<file path="config.mk">
export PLATFORM = sky130hd
export DESIGN_NAME = uart_cmd_decoder
export DESIGN_NICKNAME = d
export VERILOG_FILES = /design/src/rtl/uart_cmd_pkg.sv /design/src/rtl/byte_timeout_timer.sv /design/src/rtl/uart_cmd_decoder.sv
export SDC_FILE = /design/constraint.sdc
export NUM_CORES = 1
export LEC_CHECK = 0
export CAP_MARGIN = 5
export CORE_UTILIZATION = 45
export CTS_CLUSTER_DIAMETER = 200
export CTS_CLUSTER_SIZE = 30
export DETAILED_ROUTE_END_ITERATION = 8
export PLACE_DENSITY = 0.79
export SLEW_MARGIN = 20
export SYNTH_ARGS = -nofsm -noshare
export SYNTH_HDL_FRONTEND = slang
export SYNTH_SLANG_ARGS = --single-unit
export TNS_END_PERCENT = 1
</file>
<file path="constraint.sdc">
create_clock -name clk_i -period 1.79 [get_ports clk_i]
set_input_delay 0.2685 -clock clk_i [delete_from_list [all_inputs] [get_ports clk_i]]
set_output_delay 0.2685 -clock clk_i [all_outputs]
set_load 0.05 [all_outputs]
</file>
<file path="src/rtl/uart_cmd_pkg.sv">
// Shared types and constants for the UART command decoder and its framed-byte helpers.
package uart_cmd_pkg;

  typedef enum logic [1:0] {
    StIdle    = 2'd0,
    StGetAddr = 2'd1,
    StGetData = 2'd2,
    StIssue   = 2'd3
  } state_e;

  localparam logic [1:0] ERR_NONE    = 2'd0;
  localparam logic [1:0] ERR_BAD_OP  = 2'd1;
  localparam logic [1:0] ERR_TIMEOUT = 2'd2;
  localparam logic [1:0] ERR_OVERRUN = 2'd3;

  localparam logic [7:0] DEFAULT_WR_OPCODE = 8'h57;
  localparam logic [7:0] DEFAULT_RD_OPCODE = 8'h52;

  typedef struct packed {
    logic       write;
    logic [7:0] addr;
    logic [7:0] wdata;
  } cmd_t;

endpackage

</file>
<file path="src/rtl/byte_timeout_timer.sv">
// Inter-byte watchdog: counts enabled cycles since the last clear and flags the terminal cycle.
module byte_timeout_timer #(
  parameter int unsigned LIMIT = 8680
) (
  input  logic clk_i,
  input  logic rst_i,
  input  logic enable_i,
  input  logic clear_i,
  output logic expired_o
);

  localparam int unsigned CntW = $clog2(LIMIT + 1);
  localparam logic [CntW-1:0] LastCnt = CntW'(LIMIT - 1);
  localparam logic [CntW-1:0] TermCnt = CntW'(LIMIT);

  logic [CntW-1:0] cnt_q, cnt_d;

  always_comb begin
    cnt_d = cnt_q;
    if (clear_i) begin
      cnt_d = '0;
    end else if (enable_i && (cnt_q != TermCnt)) begin
      cnt_d = cnt_q + CntW'(1);
    end
  end

  always_ff @(posedge clk_i or posedge rst_i) begin
    if (rst_i) begin
      cnt_q <= '0;
    end else begin
      cnt_q <= cnt_d;
    end
  end

  // High in the cycle whose closing edge takes the count to LIMIT.
  assign expired_o = enable_i && (cnt_q == LastCnt);

endmodule

</file>
<file path="src/rtl/uart_cmd_decoder.sv">
// Turns W/R byte frames from the UART receiver into single bus commands with error reporting.
module uart_cmd_decoder
  import uart_cmd_pkg::*;
#(
  parameter int unsigned TIMEOUT_CLKS = 8680,
  parameter logic [7:0]  WR_OPCODE    = DEFAULT_WR_OPCODE,
  parameter logic [7:0]  RD_OPCODE    = DEFAULT_RD_OPCODE
) (
  input  logic       clk_i,
  input  logic       rst_i,
  input  logic [7:0] rx_data_i,
  input  logic       rx_valid_i,
  output logic       cmd_valid_o,
  input  logic       cmd_ready_i,
  output logic       cmd_write_o,
  output logic [7:0] cmd_addr_o,
  output logic [7:0] cmd_wdata_o,
  output logic       err_pulse_o,
  output logic [1:0] err_code_o,
  output logic       busy_o
);

  state_e     state_q, state_d;
  cmd_t       cmd_q, cmd_d;
  logic       err_pulse_q, err_pulse_d;
  logic [1:0] err_code_q, err_code_d;

  logic in_wait;
  logic expired;
  logic handshake;
  logic decode_en;

  assign in_wait   = (state_q == StGetAddr) || (state_q == StGetData);
  assign handshake = (state_q == StIssue) && cmd_ready_i;
  // A byte arriving in the handshake cycle is the opcode of the next frame.
  assign decode_en = rx_valid_i && ((state_q == StIdle) || handshake);

  byte_timeout_timer #(
    .LIMIT(TIMEOUT_CLKS)
  ) u_timer (
    .clk_i    (clk_i),
    .rst_i    (rst_i),
    .enable_i (in_wait),
    .clear_i  (!in_wait || rx_valid_i),
    .expired_o(expired)
  );

  always_comb begin
    state_d     = state_q;
    cmd_d       = cmd_q;
    err_pulse_d = 1'b0;
    err_code_d  = err_code_q;

    unique case (state_q)
      StIdle: ;
      StGetAddr: begin
        if (rx_valid_i) begin
          cmd_d.addr = rx_data_i;
          if (cmd_q.write) begin
            state_d = StGetData;
          end else begin
            cmd_d.wdata = 8'h00;
            state_d     = StIssue;
          end
        end else if (expired) begin
          err_pulse_d = 1'b1;
          err_code_d  = ERR_TIMEOUT;
          state_d     = StIdle;
        end
      end
      StGetData: begin
        if (rx_valid_i) begin
          cmd_d.wdata = rx_data_i;
          state_d     = StIssue;
        end else if (expired) begin
          err_pulse_d = 1'b1;
          err_code_d  = ERR_TIMEOUT;
          state_d     = StIdle;
        end
      end
      StIssue: begin
        if (cmd_ready_i) begin
          state_d = StIdle;
        end else if (rx_valid_i) begin
          err_pulse_d = 1'b1;
          err_code_d  = ERR_OVERRUN;
        end
      end
      default: state_d = StIdle;
    endcase

    if (decode_en) begin
      if (rx_data_i == WR_OPCODE) begin
        cmd_d.write = 1'b1;
        state_d     = StGetAddr;
      end else if (rx_data_i == RD_OPCODE) begin
        cmd_d.write = 1'b0;
        state_d     = StGetAddr;
      end else begin
        err_pulse_d = 1'b1;
        err_code_d  = ERR_BAD_OP;
      end
    end
  end

  always_ff @(posedge clk_i or posedge rst_i) begin
    if (rst_i) begin
      state_q     <= StIdle;
      cmd_q       <= '0;
      err_pulse_q <= 1'b0;
      err_code_q  <= ERR_NONE;
    end else begin
      state_q     <= state_d;
      cmd_q       <= cmd_d;
      err_pulse_q <= err_pulse_d;
      err_code_q  <= err_code_d;
    end
  end

  assign cmd_valid_o = (state_q == StIssue);
  assign cmd_write_o = cmd_q.write;
  assign cmd_addr_o  = cmd_q.addr;
  assign cmd_wdata_o = cmd_q.wdata;
  assign err_pulse_o = err_pulse_q;
  assign err_code_o  = err_code_q;
  assign busy_o      = (state_q != StIdle);

  property p_cmd_stable;
    @(posedge clk_i) disable iff (rst_i)
      (cmd_valid_o && !cmd_ready_i) |=> (cmd_valid_o && $stable(cmd_q));
  endproperty
  a_cmd_stable: assert property (p_cmd_stable);

endmodule

</file>
==> impl_metrics.ini, run 1 <==
[status]
status = completed

[floorplan]
ioPinCount = 34
die_w_um = 66.3
core_area_um2 = 3800
rows = 22
dieHeight_um = 66.3
die-area_um2 = 4390
initial_core_util_pct = 48.9

[drt]
vias = 1402
drc = 0
wl_per_cell_um = 14.6
ant_nets = 0
first_pass_iters = 6
drt_iter0_drc = 106
via_per_inst = 5.52
finalWirelength_um = 3700

[sta]
finalClockSkew_ns = 0.00487
rsz0062_at_grt = no
maxSlewHeadroom_pct = 57.6
post-route-period-util_pct = 96.5
tightest_slew_ns = 0.633
setup_ws_ns = 0.0634
fin_crit_ns = 1.73
setup_violations = 0
slew_viol_final = 0
timing.fmax_mhz = 579
hold_viol = 0

[pwr]
powerDensity_nw_per_um2 = 1660
ir_drop_mv = 0.850
p_leak_nw = 1.07
power_w = 0.00408

[critical_path]
cp_cell_sequence = clkdlybuf4s50_1
slowest_delay_ns = 0.80
timing.rr.end = state_q[0]
cp-start-kind = register
cp_max_fo = 2
reg2reg_depth = 6
critPathBufInv = 1
crit_type = reg -> out
cp_num_cells = 1
r2r_slack_ns = 0.08
critPathSlowestCell = clkdlybuf4s50_1
path_delay_family = buffers and inverters
crit_path_start = cmd_addr_o[1]
critPathCaptureType = primary output
cp_data_arrival_time_ns = 1.46
worstPathRequired_ns = 1.52
crit_end = cmd_addr_o[1]
rr_startpoint = state_q[1]

[global_routing]
grt_max_degree = 37
overflow = 0
grt_pass1_vias = 1300
grt_pass1_wl_um = 6100
grt_antenna_before_repair = 0
grtUsageTotal_pct = 18.7

[synth]
synth_cells = 165
yosys.cell_types.count = 48
synth_top_area_share_pct = 48.5
synth_area_um2 = 1860
synth-async-reset-ratio_pct = 100
syn_area_per_cell_um2 = 11.3
synthTopCellsByCount = 36 x dfrtp_1, 15 x nor2_1, 9 x nand2_1
yosysSeqAreaShare_pct = 48.5
synth_largest_area_cell = dfrtp_1
synth_seq_cells = 36
synth_edf_count = 0
synth_ff_type = dfrtp_1
synth_area_leaders = dfrtp_1 48%, mux2_2 4.8%, ha_1 4.7%, a22o_1 3.8%, xor2_1 3.3%
syn_nets = 184
yosys_warnings = 0
yosysMostFrequentCell = dfrtp_1

[placement]
dp.cells = 244
placed_cell_area_um2 = 2260
gp_congestion = 0.884
numPortBuffers = 33
dp_hpwl_um = 2580
place_ws_ns = -0.0691

[min_path]
hp-class = in -> async

[cells_and_area]
drive_gt1_share_pct = 19.4
nets = 224
layoutNonFillerInstCount = 254
diodes = 0
syn2layout_area_growth_pct = 32.4
finish.instance_area_um2 = 2460
fillers = 280

[flow_run]
max-cap-violations = 0

[clocking]
cts.htree.levels = 2
cts_buffers = 5
clock-root-buffer = clkbuf_8
clockBufferDepth = 2
clk_latency_ns = 0.29
clock-sinks = 36
cts_tree = built
path_clk_slew_ns = 0.07
final cells by class:
| class | instances | area (µm²) | share of cell area, % |
|---|---|---|---|
| clock inverter | 3 | 90.1 | 3.66 |
| timing repair buffer | 37 | 383 | 15.6 |
| clock buffer | 5 | 68.8 | 2.80 |
| multi-input combinational | 119 | 935 | 38.0 |
| sequential | 36 | 901 | 36.6 |
| tap | 48 | 60.1 | 2.44 |
| inverter | 6 | 22.5 | 0.916 |
layer usage:
layer  track usage (%)  part of all wire, %  vias up
met3              4.83                  5.4       10
met1              22.8                   44      673
li1                  -                    -      673
met5                 0                    0        -
met2              31.9                   49       46
met4              6.38                  2.1        0
stage by stage:
step                TNS (ns)  hold slack [ns]  util (%)
floorplan                  0            0.401         -
global placement           0            0.488      59.6
detailed placement    -0.110            0.492      59.6
CTS                        0            0.392      64.0
global route               0            0.442      64.8
finish                     0            0.374      64.8
how the worst min path moves through the flow:
stage                     depth (start not counted)             end           start  slack (ns)
after floorplan                                   1  cmd_wdata_o[0]    rx_data_i[0]        0.40
after global placement                            1  cmd_wdata_o[6]  cmd_wdata_o[6]        0.49
after detailed placement                          1  cmd_wdata_o[3]  cmd_wdata_o[3]        0.49
after CTS                                         3   cmd_addr_o[3]           rst_i        0.39
after global routing                              3   cmd_addr_o[3]           rst_i        0.44
final                                             3   cmd_addr_o[5]           rst_i        0.37
placed cells by master (no fill, tap or decap), types with 2 or more instances in the layout:
| cell type | netlist | final |
|---|---|---|
| clkbuf_8 | 0 | 5 |
| buf_4 | 0 | 7 |
| ha_1 | 7 | 5 |
| nor2_1 | 15 | 15 |
| nor2b_1 | 4 | 4 |
| buf_12 | 0 | 3 |
| dfrtp_1 | 36 | 36 |
| a22o_1 | 8 | 8 |
| and3_1 | 2 | 2 |
| o211ai_1 | 4 | 4 |
| nor4b_4 | 1 | 2 |
| o21ai_0 | 7 | 7 |
| nand3_1 | 6 | 6 |
| bufinv_16 | 0 | 3 |
| mux2_2 | 8 | 8 |
| inv_1 | 6 | 6 |
| xnor2_1 | 5 | 5 |
| a21oi_1 | 4 | 4 |
| xor2_1 | 7 | 7 |
| nand4_1 | 3 | 3 |
| clkdlybuf4s50_1 | 0 | 27 |
| nor3_1 | 3 | 3 |
| nand2_1 | 9 | 9 |
state kept, by name, summed over array words and instances (netlist names):
register	cells
cmd_addr_o	8
cmd_wdata_o	8
cmd_write_o	1
err_code_o	2
err_pulse_o	1
state_q	2
u_timer.cnt_q	14
logic make-up (layout without fill, tap and decap cells):
family,Yosys count,count (layout),share of synthesized area (%)
and+or+nand+nor,63,63,23.1
DFF,36,36,48.5
AOI/OAI and AO/OA,28,28,10.2
xor gates and xnor gates,12,12,5.66
buffers and inverters,10,51,2.49
muxes,9,9,5.39
adders and majority gates,7,7,4.71
timing repair:
action | CTS | global route
buffers inserted | 0 | 2
endpoints found under the setup margin | 1 | 5
endpoints found under the hold margin | 0 | 0
pin swaps | 0 | 2
cloned | 0 | 0
resized for setup | 1 | 2
hold buffers | 0 | 0
where the power goes:
part	internal (W)	switching, W	leakage [nW]
Sequential	0.00102	0.000127	0.470
Clock	0.000697	0.000295	0.0784
Combinational	0.000776	0.00117	0.518
Total	0.00249	0.00159	1.07
worst min-delay path, stage by stage:
cell	delay [ns]
clkdlybuf4s50_1	0.40
inv_1	0.05
buf_4	0.38
(Power assumes the default switching activity.)
==> run 2: changes to the inputs <==
--- a/config.mk
+++ b/config.mk
@@ -10,6 +10,7 @@
 export CTS_CLUSTER_DIAMETER = 200
 export CTS_CLUSTER_SIZE = 30
 export DETAILED_ROUTE_END_ITERATION = 8
+export MAX_ROUTING_LAYER = met4
 export PLACE_DENSITY = 0.79
 export SLEW_MARGIN = 20
 export SYNTH_ARGS = -nofsm -noshare
==> run 2 against run 1 <==
  * Clock power decreased by 30%
  * Critical path depth unchanged
  * Total power decreased by 8.4%
  * Worst hold slack improved by 0.0046 ns
  * Sequential cell count unchanged
  * Clock skew increased by 0.0012 ns
  * First-iteration DRC count decreased by 65%
  * Sequential power about the same
  * Via count decreased by 1.8%
  * Critical path type unchanged
  * Largest cell class unchanged
==> impl_metrics.ini, run 2 (synthesis gave the netlist of run 1 again) <==
[status]
status = completed

[sta]
setup_ws_ns = 0.0773
setup_violations = 0
fin_crit_ns = 1.71
hold_viol = 0
rsz0062_at_grt = no
finalClockSkew_ns = 0.00608
slew_viol_final = 0
post-route-period-util_pct = 95.7
whs_ns = 0.379
timing.fmax_mhz = 584
tightest_slew_ns = 0.625
maxSlewHeadroom_pct = 58.1

[cells_and_area]
largest-register = u_timer.cnt_q
nets = 223
final_cell_mix = 36 x dfrtp_1, 27 x clkdlybuf4s50_1, 15 x nor2_1
fin_util_pct = 63.0
drive_gt1_share_pct = 18.5
fillers = 306
syn2layout_area_growth_pct = 28.8
diodes = 0
largest_register_ffs = 14
final_common_cell = dfrtp_1

[clocking]
cts.htree.levels = 2
cts_buffers = 5
clock-root-buffer = clkbuf_8
clk_latency_ns = 0.28
clock-sinks = 36
cts_tree = built
path_clk_slew_ns = 0.07
clockBufferDepth = 2

[floorplan]
die-area_um2 = 4390
ioPinCount = 34
dieHeight_um = 66.3
rows = 22
die_w_um = 66.3
core_area_um2 = 3800
initial_core_util_pct = 48.9

[drt]
drt_iter0_drc = 37
finalWirelength_um = 3670
ant_nets = 0
wl_met1_um = 1610
wl_met2_um = 1870
highest_layer = met4
drc = 0
via_per_inst = 5.44
first_pass_iters = 4
wl_met3_um = 153
vias = 1377
wl_per_cell_um = 14.5

[critical_path]
worstPathRequired_ns = 1.52
cp_max_fo = 2
crit_type = reg -> out
critPathBufInv = 1
critPathCaptureType = primary output
timing.rr.end = state_q[0]
path_delay_family = buffers and inverters
critPathSlowestCell = clkdlybuf4s50_1
reg2reg_depth = 5
rr_startpoint = state_q[0]
cp_cell_sequence = clkdlybuf4s50_1
cp-start-kind = register
r2r_slack_ns = 0.11
cp_data_arrival_time_ns = 1.44
slowest_delay_ns = 0.81

[global_routing]
grtUsageTotal_pct = 19.2
grt_antenna_before_repair = 0
grt_pass1_vias = 1377
overflow = 0
grt_pass1_wl_um = 6230
grt_max_degree = 37

[placement]
gp_congestion = 0.897
place_ws_ns = -0.0525
numPortBuffers = 33
dp_hpwl_um = 2630

[pwr]
powerDensity_nw_per_um2 = 1560
p_leak_nw = 1.03
ir_drop_mv = 0.626

[min_path]
hp-class = in -> async

[flow_run]
max-cap-violations = 0
## run 2: layout make-up
class	count	area [µm²]	share of cell area, %
clock buffers	5	68.8	2.88
flip-flops and latches	36	901	37.6
well taps	48	60.1	2.51
inverters	6	22.5	0.941
clock inverters	3	42.5	1.78
multi-input cells	119	923	38.6
repair buffers	36	375	15.7
## run 2: layer usage
metal / track usage (%) / vias to the layer above
met1: 22.6 / 671
met4: 7.18 / 0
met5: - / -
li1: - / 667
met3: 3.62 / 5
met2: 32.7 / 34
## run 2: stage by stage
| stage | power (W) | cell area [µm²] | setup TNS [ns] | std cells |
|---|---|---|---|---|
| after floorplan | 0.00239 | 1860 | 0 | 165 |
| after global placement | 0.00297 | 2260 | 0 | 244 |
| after detailed placement | 0.00302 | 2260 | -0.284 | 244 |
| after CTS | 0.00372 | 2370 | 0 | 252 |
| after global routing | 0.00394 | 2390 | 0 | 253 |
| final | 0.00374 | 2390 | 0 | 253 |
## run 2: repair_timing
action / CTS / global route
endpoints found under the hold margin: 0 / 0
setup endpoints to repair: 0 / 4
resized for setup: 0 / 1
hold buffers: 0 / 0
buffers inserted: 0 / 1
## run 2: worst max-delay path by stage
| stage | from | end | slack, ns | cells after the start |
|---|---|---|---|---|
| 2_1_floorplan | state_q[0] | state_q[0] | 0.16 | 5 |
| 6_report | cmd_wdata_o[6] | cmd_wdata_o[6] | 0.08 | 1 |
| 3_5_place_dp | rx_valid_i | state_q[0] | -0.05 | 4 |
| 5_1_grt | state_q[0] | state_q[0] | 0.01 | 5 |
| 3_3_place_gp | rx_valid_i | state_q[0] | 0.02 | 4 |
| 4_1_cts | state_q[1] | state_q[0] | 0.02 | 5 |
## run 2: power breakdown
part / internal, W / switching, W
combinational: 0.000748 / 0.00116
sequential: 0.00102 / 0.000120
clock: 0.000412 / 0.000281
total: 0.00218 / 0.00156
